<file path="config.mk">
export PLATFORM = sky130hd
export DESIGN_NAME = cache_axi_bridge_mo
export DESIGN_NICKNAME = d
export VERILOG_FILES = /design/src/rtl/cache_axi_bridge_mo.sv
export SDC_FILE = /design/constraint.sdc
export NUM_CORES = 1
export LEC_CHECK = 0
export ABC_CLOCK_PERIOD_IN_PS = 9510
export CORE_MARGIN = 3
export CORE_UTILIZATION = 23
export DETAILED_ROUTE_END_ITERATION = 6
export PLACE_DENSITY = 0.5
export SYNTH_ARGS = -nofsm -noshare
export SYNTH_HDL_FRONTEND = slang
export SYNTH_SLANG_ARGS = --single-unit
</file>
<file path="constraint.sdc">
create_clock -name clk -period 9.51 [get_ports clk]
set_input_delay 0.951 -clock clk [delete_from_list [all_inputs] [get_ports clk]]
set_output_delay 0.951 -clock clk [all_outputs]
set_load 0.01 [all_outputs]
</file>
<file path="src/rtl/cache_axi_bridge_mo.sv">
`default_nettype none
// +--------------------------------------------------------------------------+
// | cache_axi_bridge_mo: I/D-cache miss ports to one AXI3 master, one read   |
// | outstanding per requester, one-entry write buffer with line hazard check.|
// | Revision: 1.0                                                            |
// +--------------------------------------------------------------------------+
module cache_axi_bridge_mo #(
    parameter int LINE_WORDS = 4,
    parameter int OFF_BITS   = $clog2(LINE_WORDS * 4)
) (
    input  logic                       clk,
    input  logic                       resetn,
    input  logic                       inst_rd_req,
    input  logic [2:0]                 inst_rd_type,
    input  logic [31:0]                inst_rd_addr,
    output logic                       inst_rd_rdy,
    output logic                       inst_ret_valid,
    output logic [LINE_WORDS*32-1:0]   inst_ret_data,
    input  logic                       data_rd_req,
    input  logic [2:0]                 data_rd_type,
    input  logic [31:0]                data_rd_addr,
    output logic                       data_rd_rdy,
    output logic                       data_ret_valid,
    output logic [LINE_WORDS*32-1:0]   data_ret_data,
    input  logic                       data_wr_req,
    input  logic [2:0]                 data_wr_type,
    input  logic [31:0]                data_wr_addr,
    input  logic [3:0]                 data_wr_wstrb,
    input  logic [LINE_WORDS*32-1:0]   data_wr_data,
    output logic                       data_wr_rdy,
    output logic [3:0]                 axi_arid,
    output logic [31:0]                axi_araddr,
    output logic [7:0]                 axi_arlen,
    output logic [2:0]                 axi_arsize,
    output logic [1:0]                 axi_arburst,
    output logic [1:0]                 axi_arlock,
    output logic [3:0]                 axi_arcache,
    output logic [2:0]                 axi_arprot,
    output logic                       axi_arvalid,
    input  logic                       axi_arready,
    input  logic [3:0]                 axi_rid,
    input  logic [31:0]                axi_rdata,
    input  logic [1:0]                 axi_rresp,
    input  logic                       axi_rlast,
    input  logic                       axi_rvalid,
    output logic                       axi_rready,
    output logic [3:0]                 axi_awid,
    output logic [31:0]                axi_awaddr,
    output logic [7:0]                 axi_awlen,
    output logic [2:0]                 axi_awsize,
    output logic [1:0]                 axi_awburst,
    output logic [1:0]                 axi_awlock,
    output logic [3:0]                 axi_awcache,
    output logic [2:0]                 axi_awprot,
    output logic                       axi_awvalid,
    input  logic                       axi_awready,
    output logic [3:0]                 axi_wid,
    output logic [31:0]                axi_wdata,
    output logic [3:0]                 axi_wstrb,
    output logic                       axi_wlast,
    output logic                       axi_wvalid,
    input  logic                       axi_wready,
    input  logic [3:0]                 axi_bid,
    input  logic [1:0]                 axi_bresp,
    input  logic                       axi_bvalid,
    output logic                       axi_bready
);

    localparam int         CNT_W       = $clog2(LINE_WORDS);
    localparam logic [2:0] c_type_line = 3'b100;

    typedef enum logic [0:0] {AR_IDLE = 1'b0, AR_SEND = 1'b1} ar_state_t;
    typedef enum logic [1:0] {W_IDLE = 2'd0, W_AW = 2'd1, W_DATA = 2'd2, W_RESP = 2'd3} w_state_t;

    function automatic logic [7:0] f_len(input logic [2:0] typ);
        return (typ == c_type_line) ? 8'(LINE_WORDS - 1) : 8'd0;
    endfunction

    // read side: index 0 = inst (ID 0), index 1 = data (ID 1)
    ar_state_t                    r_ar_state;
    logic [1:0]                   r_busy;
    logic [31:0]                  r_araddr;
    logic [3:0]                   r_arid;
    logic [7:0]                   r_arlen;
    logic [31:OFF_BITS]           r_drd_line;
    logic [CNT_W-1:0]             r_rcnt [2];
    logic [LINE_WORDS-1:0][31:0]  r_rbuf [2];
    logic [1:0]                   r_ret_valid;

    w_state_t                     r_w_state;
    logic                         r_wb_valid;
    logic [31:0]                  r_wb_addr;
    logic [7:0]                   r_wlen;
    logic [LINE_WORDS-1:0][31:0]  r_wb_data;
    logic [3:0]                   r_wstrb;
    logic [CNT_W-1:0]             r_wcnt;

    logic w_raw_inst, w_raw_data, w_data_rd_acc, w_inst_rd_acc, w_wr_acc, w_rid;
    logic w_unused;

    assign w_raw_inst = r_wb_valid && (inst_rd_addr[31:OFF_BITS] == r_wb_addr[31:OFF_BITS]);
    assign w_raw_data = r_wb_valid && (data_rd_addr[31:OFF_BITS] == r_wb_addr[31:OFF_BITS]);

    assign data_rd_rdy   = (r_ar_state == AR_IDLE) && !r_busy[1] && !w_raw_data;
    assign w_data_rd_acc = data_rd_req && data_rd_rdy;
    assign inst_rd_rdy   = (r_ar_state == AR_IDLE) && !r_busy[0] && !w_raw_inst && !w_data_rd_acc;
    assign w_inst_rd_acc = inst_rd_req && inst_rd_rdy;

    assign data_wr_rdy = (r_w_state == W_IDLE) &&
                         !(r_busy[1] && (r_drd_line == data_wr_addr[31:OFF_BITS]));
    assign w_wr_acc    = data_wr_req && data_wr_rdy;

    assign w_rid    = axi_rid[0];
    assign w_unused = ^{axi_rid[3:1], axi_rresp, axi_bid, axi_bresp};

    assign axi_arid    = r_arid;
    assign axi_araddr  = r_araddr;
    assign axi_arlen   = r_arlen;
    assign axi_arsize  = 3'd2;
    assign axi_arburst = 2'b01;
    assign axi_arlock  = 2'b00;
    assign axi_arcache = 4'd0;
    assign axi_arprot  = 3'd0;
    assign axi_arvalid = (r_ar_state == AR_SEND);
    assign axi_rready  = 1'b1;

    assign inst_ret_valid = r_ret_valid[0];
    assign data_ret_valid = r_ret_valid[1];
    assign inst_ret_data  = r_rbuf[0];
    assign data_ret_data  = r_rbuf[1];

    always_ff @(posedge clk) begin
        if (!resetn) begin
            r_ar_state  <= AR_IDLE;
            r_busy      <= 2'b00;
            r_araddr    <= 32'd0;
            r_arid      <= 4'd0;
            r_arlen     <= 8'd0;
            r_drd_line  <= '0;
            r_rcnt[0]   <= '0;
            r_rcnt[1]   <= '0;
            r_rbuf[0]   <= '0;
            r_rbuf[1]   <= '0;
            r_ret_valid <= 2'b00;
        end else begin
            r_ret_valid <= 2'b00;
            if (axi_rvalid) begin
                r_rbuf[w_rid][r_rcnt[w_rid]] <= axi_rdata;
                if (axi_rlast) begin
                    r_rcnt[w_rid]      <= '0;
                    r_busy[w_rid]      <= 1'b0;
                    r_ret_valid[w_rid] <= 1'b1;
                end else begin
                    r_rcnt[w_rid] <= r_rcnt[w_rid] + 1'b1;
                end
            end
            case (r_ar_state)
                AR_IDLE: begin
                    if (w_data_rd_acc) begin
                        r_arid     <= 4'd1;
                        r_araddr   <= data_rd_addr;
                        r_arlen    <= f_len(data_rd_type);
                        r_drd_line <= data_rd_addr[31:OFF_BITS];
                        r_busy[1]  <= 1'b1;
                        r_ar_state <= AR_SEND;
                    end else if (w_inst_rd_acc) begin
                        r_arid     <= 4'd0;
                        r_araddr   <= inst_rd_addr;
                        r_arlen    <= f_len(inst_rd_type);
                        r_busy[0]  <= 1'b1;
                        r_ar_state <= AR_SEND;
                    end
                end
                AR_SEND: if (axi_arready) r_ar_state <= AR_IDLE;
                default: r_ar_state <= AR_IDLE;
            endcase
        end
    end

    assign axi_awid    = 4'd1;
    assign axi_awaddr  = r_wb_addr;
    assign axi_awlen   = r_wlen;
    assign axi_awsize  = 3'd2;
    assign axi_awburst = 2'b01;
    assign axi_awlock  = 2'b00;
    assign axi_awcache = 4'd0;
    assign axi_awprot  = 3'd0;
    assign axi_awvalid = (r_w_state == W_AW);
    assign axi_wid     = 4'd1;
    // data word is picked straight from the buffer so beats can go back to back
    assign axi_wdata   = r_wb_data[r_wcnt];
    assign axi_wstrb   = r_wstrb;
    assign axi_wvalid  = (r_w_state == W_DATA);
    assign axi_wlast   = (r_w_state == W_DATA) && (8'(r_wcnt) == r_wlen);
    assign axi_bready  = (r_w_state == W_RESP);

    always_ff @(posedge clk) begin
        if (!resetn) begin
            r_w_state  <= W_IDLE;
            r_wb_valid <= 1'b0;
            r_wb_addr  <= 32'd0;
            r_wlen     <= 8'd0;
            r_wb_data  <= '0;
            r_wstrb    <= 4'd0;
            r_wcnt     <= '0;
        end else begin
            case (r_w_state)
                W_IDLE: begin
                    if (w_wr_acc) begin
                        r_wb_valid <= 1'b1;
                        r_wb_addr  <= data_wr_addr;
                        r_wlen     <= f_len(data_wr_type);
                        r_wb_data  <= data_wr_data;
                        r_wstrb    <= (data_wr_type == c_type_line) ? 4'hF : data_wr_wstrb;
                        r_w_state  <= W_AW;
                    end
                end
                W_AW: if (axi_awready) r_w_state <= W_DATA;
                W_DATA: begin
                    if (axi_wready) begin
                        r_wcnt <= r_wcnt + 1'b1;
                        if (axi_wlast) r_w_state <= W_RESP;
                    end
                end
                W_RESP: begin
                    if (axi_bvalid) begin
                        r_wb_valid <= 1'b0;
                        r_wcnt     <= '0;
                        r_w_state  <= W_IDLE;
                    end
                end
                default: r_w_state <= W_IDLE;
            endcase
        end
    end

endmodule
`default_nettype wire

</file>
==> summary by stage <==
Outcome
The flow ran to the end, and the final reports show no timing, DRC or antenna violations.

Logic synthesis
The dominant cell by count in the synthesized netlist is edfxtp_1. In the synthesized netlist, the cells that appear most often are edfxtp_1 (260), dfxtp_1 (237), mux2i_1 (224), nor2b_1 (194), and2_1 (163). The post-synthesis sequential area ratio is 59.2%. The count of unique library cells instantiated by Yosys is 42. Summed over all instances, the cell type with the most area after synthesis is edfxtp_1. In the synthesized netlist the dominant register cell turns out to be edfxtp_1.

Synthesis produced 1657 cells. The number of flip-flops and latches in the synthesized netlist is 497. In the synthesized netlist the async set-or-reset flop fraction comes to 0%. The number of enable-type register cells in the synthesized netlist is 260. In this run the mean area of a mapped cell was 12.8 µm². In the post-synthesis netlist, the biggest area contributors are edfxtp_1 (37%), dfxtp_1 (22%), mux2i_1 (11%). The area of the mapped netlist is 21200 µm². Of the post-synthesis cell area, the dominant cell type holds 36.8%. The total of warnings raised by yosys is 0.

Power and ir drop
The worst-case IR drop observed on VDD is 0.164 mV. The share of total power dissipated in sequential elements is 41.9%. In this run the static leakage power is 11.6 nW. Per report_power, the clock group accounts for 35.7% of the total.

The sum of internal, switching and leakage power is 6.23 mW. Summed over all nets, the switching power comes to 1.72 mW. Power spread over the standard cell area amounts to 204 nW/µm². The internal power is 4.51 mW. The combinational power share is 22.4%. The switching part of the total is 27.6%.

Floorplan
The vertical die dimension is 310 µm. The number of placement rows is 110. The number of top-level pins is 715. The die outline area is 95900 µm².

For this configuration, the core starts out at a cell density of 23.4%. The region available for standard cell placement spans 90700 µm². Measured along the x axis, the die boundary spans 310 µm.

Clock network
CTS built an H-tree with a depth of 2. The maximum buffer depth of the clock tree is 3. The post-cts hold buffer count is 0. Counting every sink on the clock net gives 497.

The setup fix buffers added after clock tree synthesis is 0. The clock slew seen by the registers of the worst setup and hold paths is 0.06 ns. The clock reaches the later pin of the worst-skew pair after 0.62 ns.

TritonCTS built the clock tree. The buffer type at the clock tree root is clkbuf_16. The number of cells upsized or downsized after cts is 0. The total clock buffers created by CTS is 58.

Timing
On the final layout, the worst clock skew is 0.0216 ns. The post-route minimum period is 4.63 ns. For the final routed database, the setup TNS stands at 0 ns. The final-report max-slew violation count came to 0. At the pin with the least slew margin, the transition time is 1.31 ns. The number of setup violations in the final report is 0. The worst pin sits at a relative slew slack of 12.8%. The final worst-path cycle share is 48.6%. Static timing analysis puts the maximum clock frequency at 216 MHz. The final count of hold timing violations is 0. Setup repair after global routing left no endpoint under its margin.

Placement
Detailed placement finished with a half-perimeter wire length of 53400 µm. In this run the tool buffered the top-level ports with 651 buffer cells. The last weighted congestion value of the routability-driven placer is 0.773. The placed cell area is 28700 µm².

Layout
The post-route cell area is 30600 µm². Counting the fill cells in the layout gives 8964. The number of nets in the final layout is 2577. In the final layout, the share of cells above drive strength 1 is 6.80%.

At the end of the flow the core is filled with cells to 33.7%. Registers take 12600 µm². The area taken by multi-input logic gates is 7940 µm². The layout overhead on the synthesized area is 44.2%.

Routing
Detailed routing placed a total of 7120 µm of wire on met3. The detailed router put a total of 29600 µm of wire on met1. In the detailed route, the total length drawn on met2 is 36100 µm.

The total number of vias is 14800. The count of nets left with antenna violations once routing finished came out at 0. The final layout contains routed wiring with a total length of 74500 µm. The top layer reached by signal wires is met5.

The wire length per cell after detailed routing is 21.2 µm. After detailed routing, the number of vias per cell comes to 4.23. For this run, design rule violations remaining after detail routing come to 0. In this run, the number of DRC markers left after iteration 0 of detailed routing was 759. Before antenna repair, the detailed router went through 5 iterations.

Global routing
The maximum number of pins on one net before global-route repair is 170. The initial antenna violation count came to 16. The first global-routing pass estimated 106000 µm of wire. The overall routing resource usage is 14.8%. The total overflow left after global routing is 0. The number of global-route vias before repair is 15400.

Critical path
Of all nets on the critical path, the largest fanout is 3. The worst setup path is captured at a primary output. Together, buffers and inverters on the worst path number 3. The type of the worst setup path is input port to primary output. The element type at the critical path start is an input port. STA puts the critical path data required time at 8.56 ns.

The most common cell type on the critical path is clkdlybuf4s50_1. The worst path arrival time is 3.68 ns. Traced cell by cell, the critical path runs through clkdlybuf4s50_1 > xnor2_1 > nand4_1 > or4_4 > o211ai_4 > inv_1 > nor4_1 > clkdlybuf4s50_1. The largest single stage delay on the critical path is 0.61 ns.

Among cell families on the critical path, the largest total delay comes from buffers and inverters. The slowest library cell on the worst path is clkdlybuf4s50_1.

Worst hold path
The min-delay analysis places its worst path in the category flop to flop.

Flow run
The max-capacitance violation count is 0.
final cells by class:
cell class | count | area share, %
Sequential cell | 497 | 41.1
Multi-Input combinational cell | 1044 | 26.0
Timing Repair Buffer | 668 | 21.8
Clock buffer | 82 | 5.37
Tap cell | 1176 | 4.81
Clock inverter | 26 | 0.851
Inverter | 7 | 0.0859
Antenna cell | 7 | 0.0573
per-layer routing:
| layer | vias to the layer above | GRT usage [%] |
|---|---|---|
| met5 | - | 0 |
| met4 | 12 | 3.63 |
| met3 | 103 | 5.15 |
| met2 | 583 | 25.6 |
| met1 | 7179 | 17.5 |
| li1 | 6965 | - |
layout by cell type (no fill, tap or decap), drive strengths merged, types with 4 or more instances in the layout:
master / count
clkdlybuf4s50: 650
ha: 9
o21ai: 42
o211a: 5
diode: 7
conb: 52
mux2i: 224
nor2: 16
mux4: 32
nand2: 28
edfxtp: 260
nor2b: 194
xnor2: 53
nand3: 5
xor2: 31
clkinv: 17
bufinv: 4
and3: 104
buf: 18
inv: 9
nand2b: 5
clkbuf: 82
nor4: 9
dfxtp: 237
a21oi: 33
nand4: 13
a21boi: 4
and2: 163
or4: 4
registers in the layout, indices dropped and copies added, names as in the netlist, 2 cells and up:
| register | count |
|---|---|
| r_w_state | 2 |
| r_rcnt | 4 |
| r_wb_data | 128 |
| r_rbuf | 256 |
| axi_awaddr | 32 |
| r_busy | 2 |
| r_ret_valid | 2 |
| r_wcnt | 2 |
| r_drd_line | 28 |
| axi_wstrb | 4 |
| axi_araddr | 32 |
final timing paths:
check / startpoint / depth (start not counted) / slack [ns] / to
worst max-delay path: data_rd_addr[27] / 8 / 4.88 / inst_rd_rdy
worst min-delay path: axi_wstrb[2]$_SDFFE_PN0P_ / 1 / 0.50 / axi_wstrb[2]$_SDFFE_PN0P_
worst max register to register: r_drd_line[9]$_SDFFE_PN0P_ / 7 / 6.12 / r_wb_data[103]$_SDFFE_PN0P_
worst min register to register: axi_wstrb[2]$_SDFFE_PN0P_ / 1 / 0.50 / axi_wstrb[2]$_SDFFE_PN0P_
cells by family (layout without fill, tap and decap cells):
family | count (synthesis) | count (layout) | synth area share (%)
simple gates | 547 | 547 | 15.7
mux | 258 | 258 | 14.1
compound gates | 94 | 94 | 2.60
buf+inv | 166 | 783 | 4.42
flops | 497 | 497 | 59.2
fa+ha+maj | 9 | 9 | 0.531
other cells | 2 | 59 | 0.0354
xor+xnor | 84 | 84 | 3.47
power by group through the flow:
stage	Clock (mW)	Sequential, mW	Combinational, mW
final	2.22	2.61	1.40
after global routing	2.38	2.63	1.51
after CTS	2.30	2.61	1.41
after detailed placement	0	2.66	1.41
after global placement	0	2.65	1.39
after floorplan	0	2.66	0.763
stage by stage:
stage	instances	hold WS [ns]	setup slack, ns
3_5_place_dp	3392	0.486	4.82
6_report	3507	0.500	4.88
3_3_place_gp	3392	0.473	4.86
2_1_floorplan	1707	0.457	4.96
5_1_grt	3500	0.514	4.76
4_1_cts	3500	0.503	4.84
(Power assumes the default switching activity.)
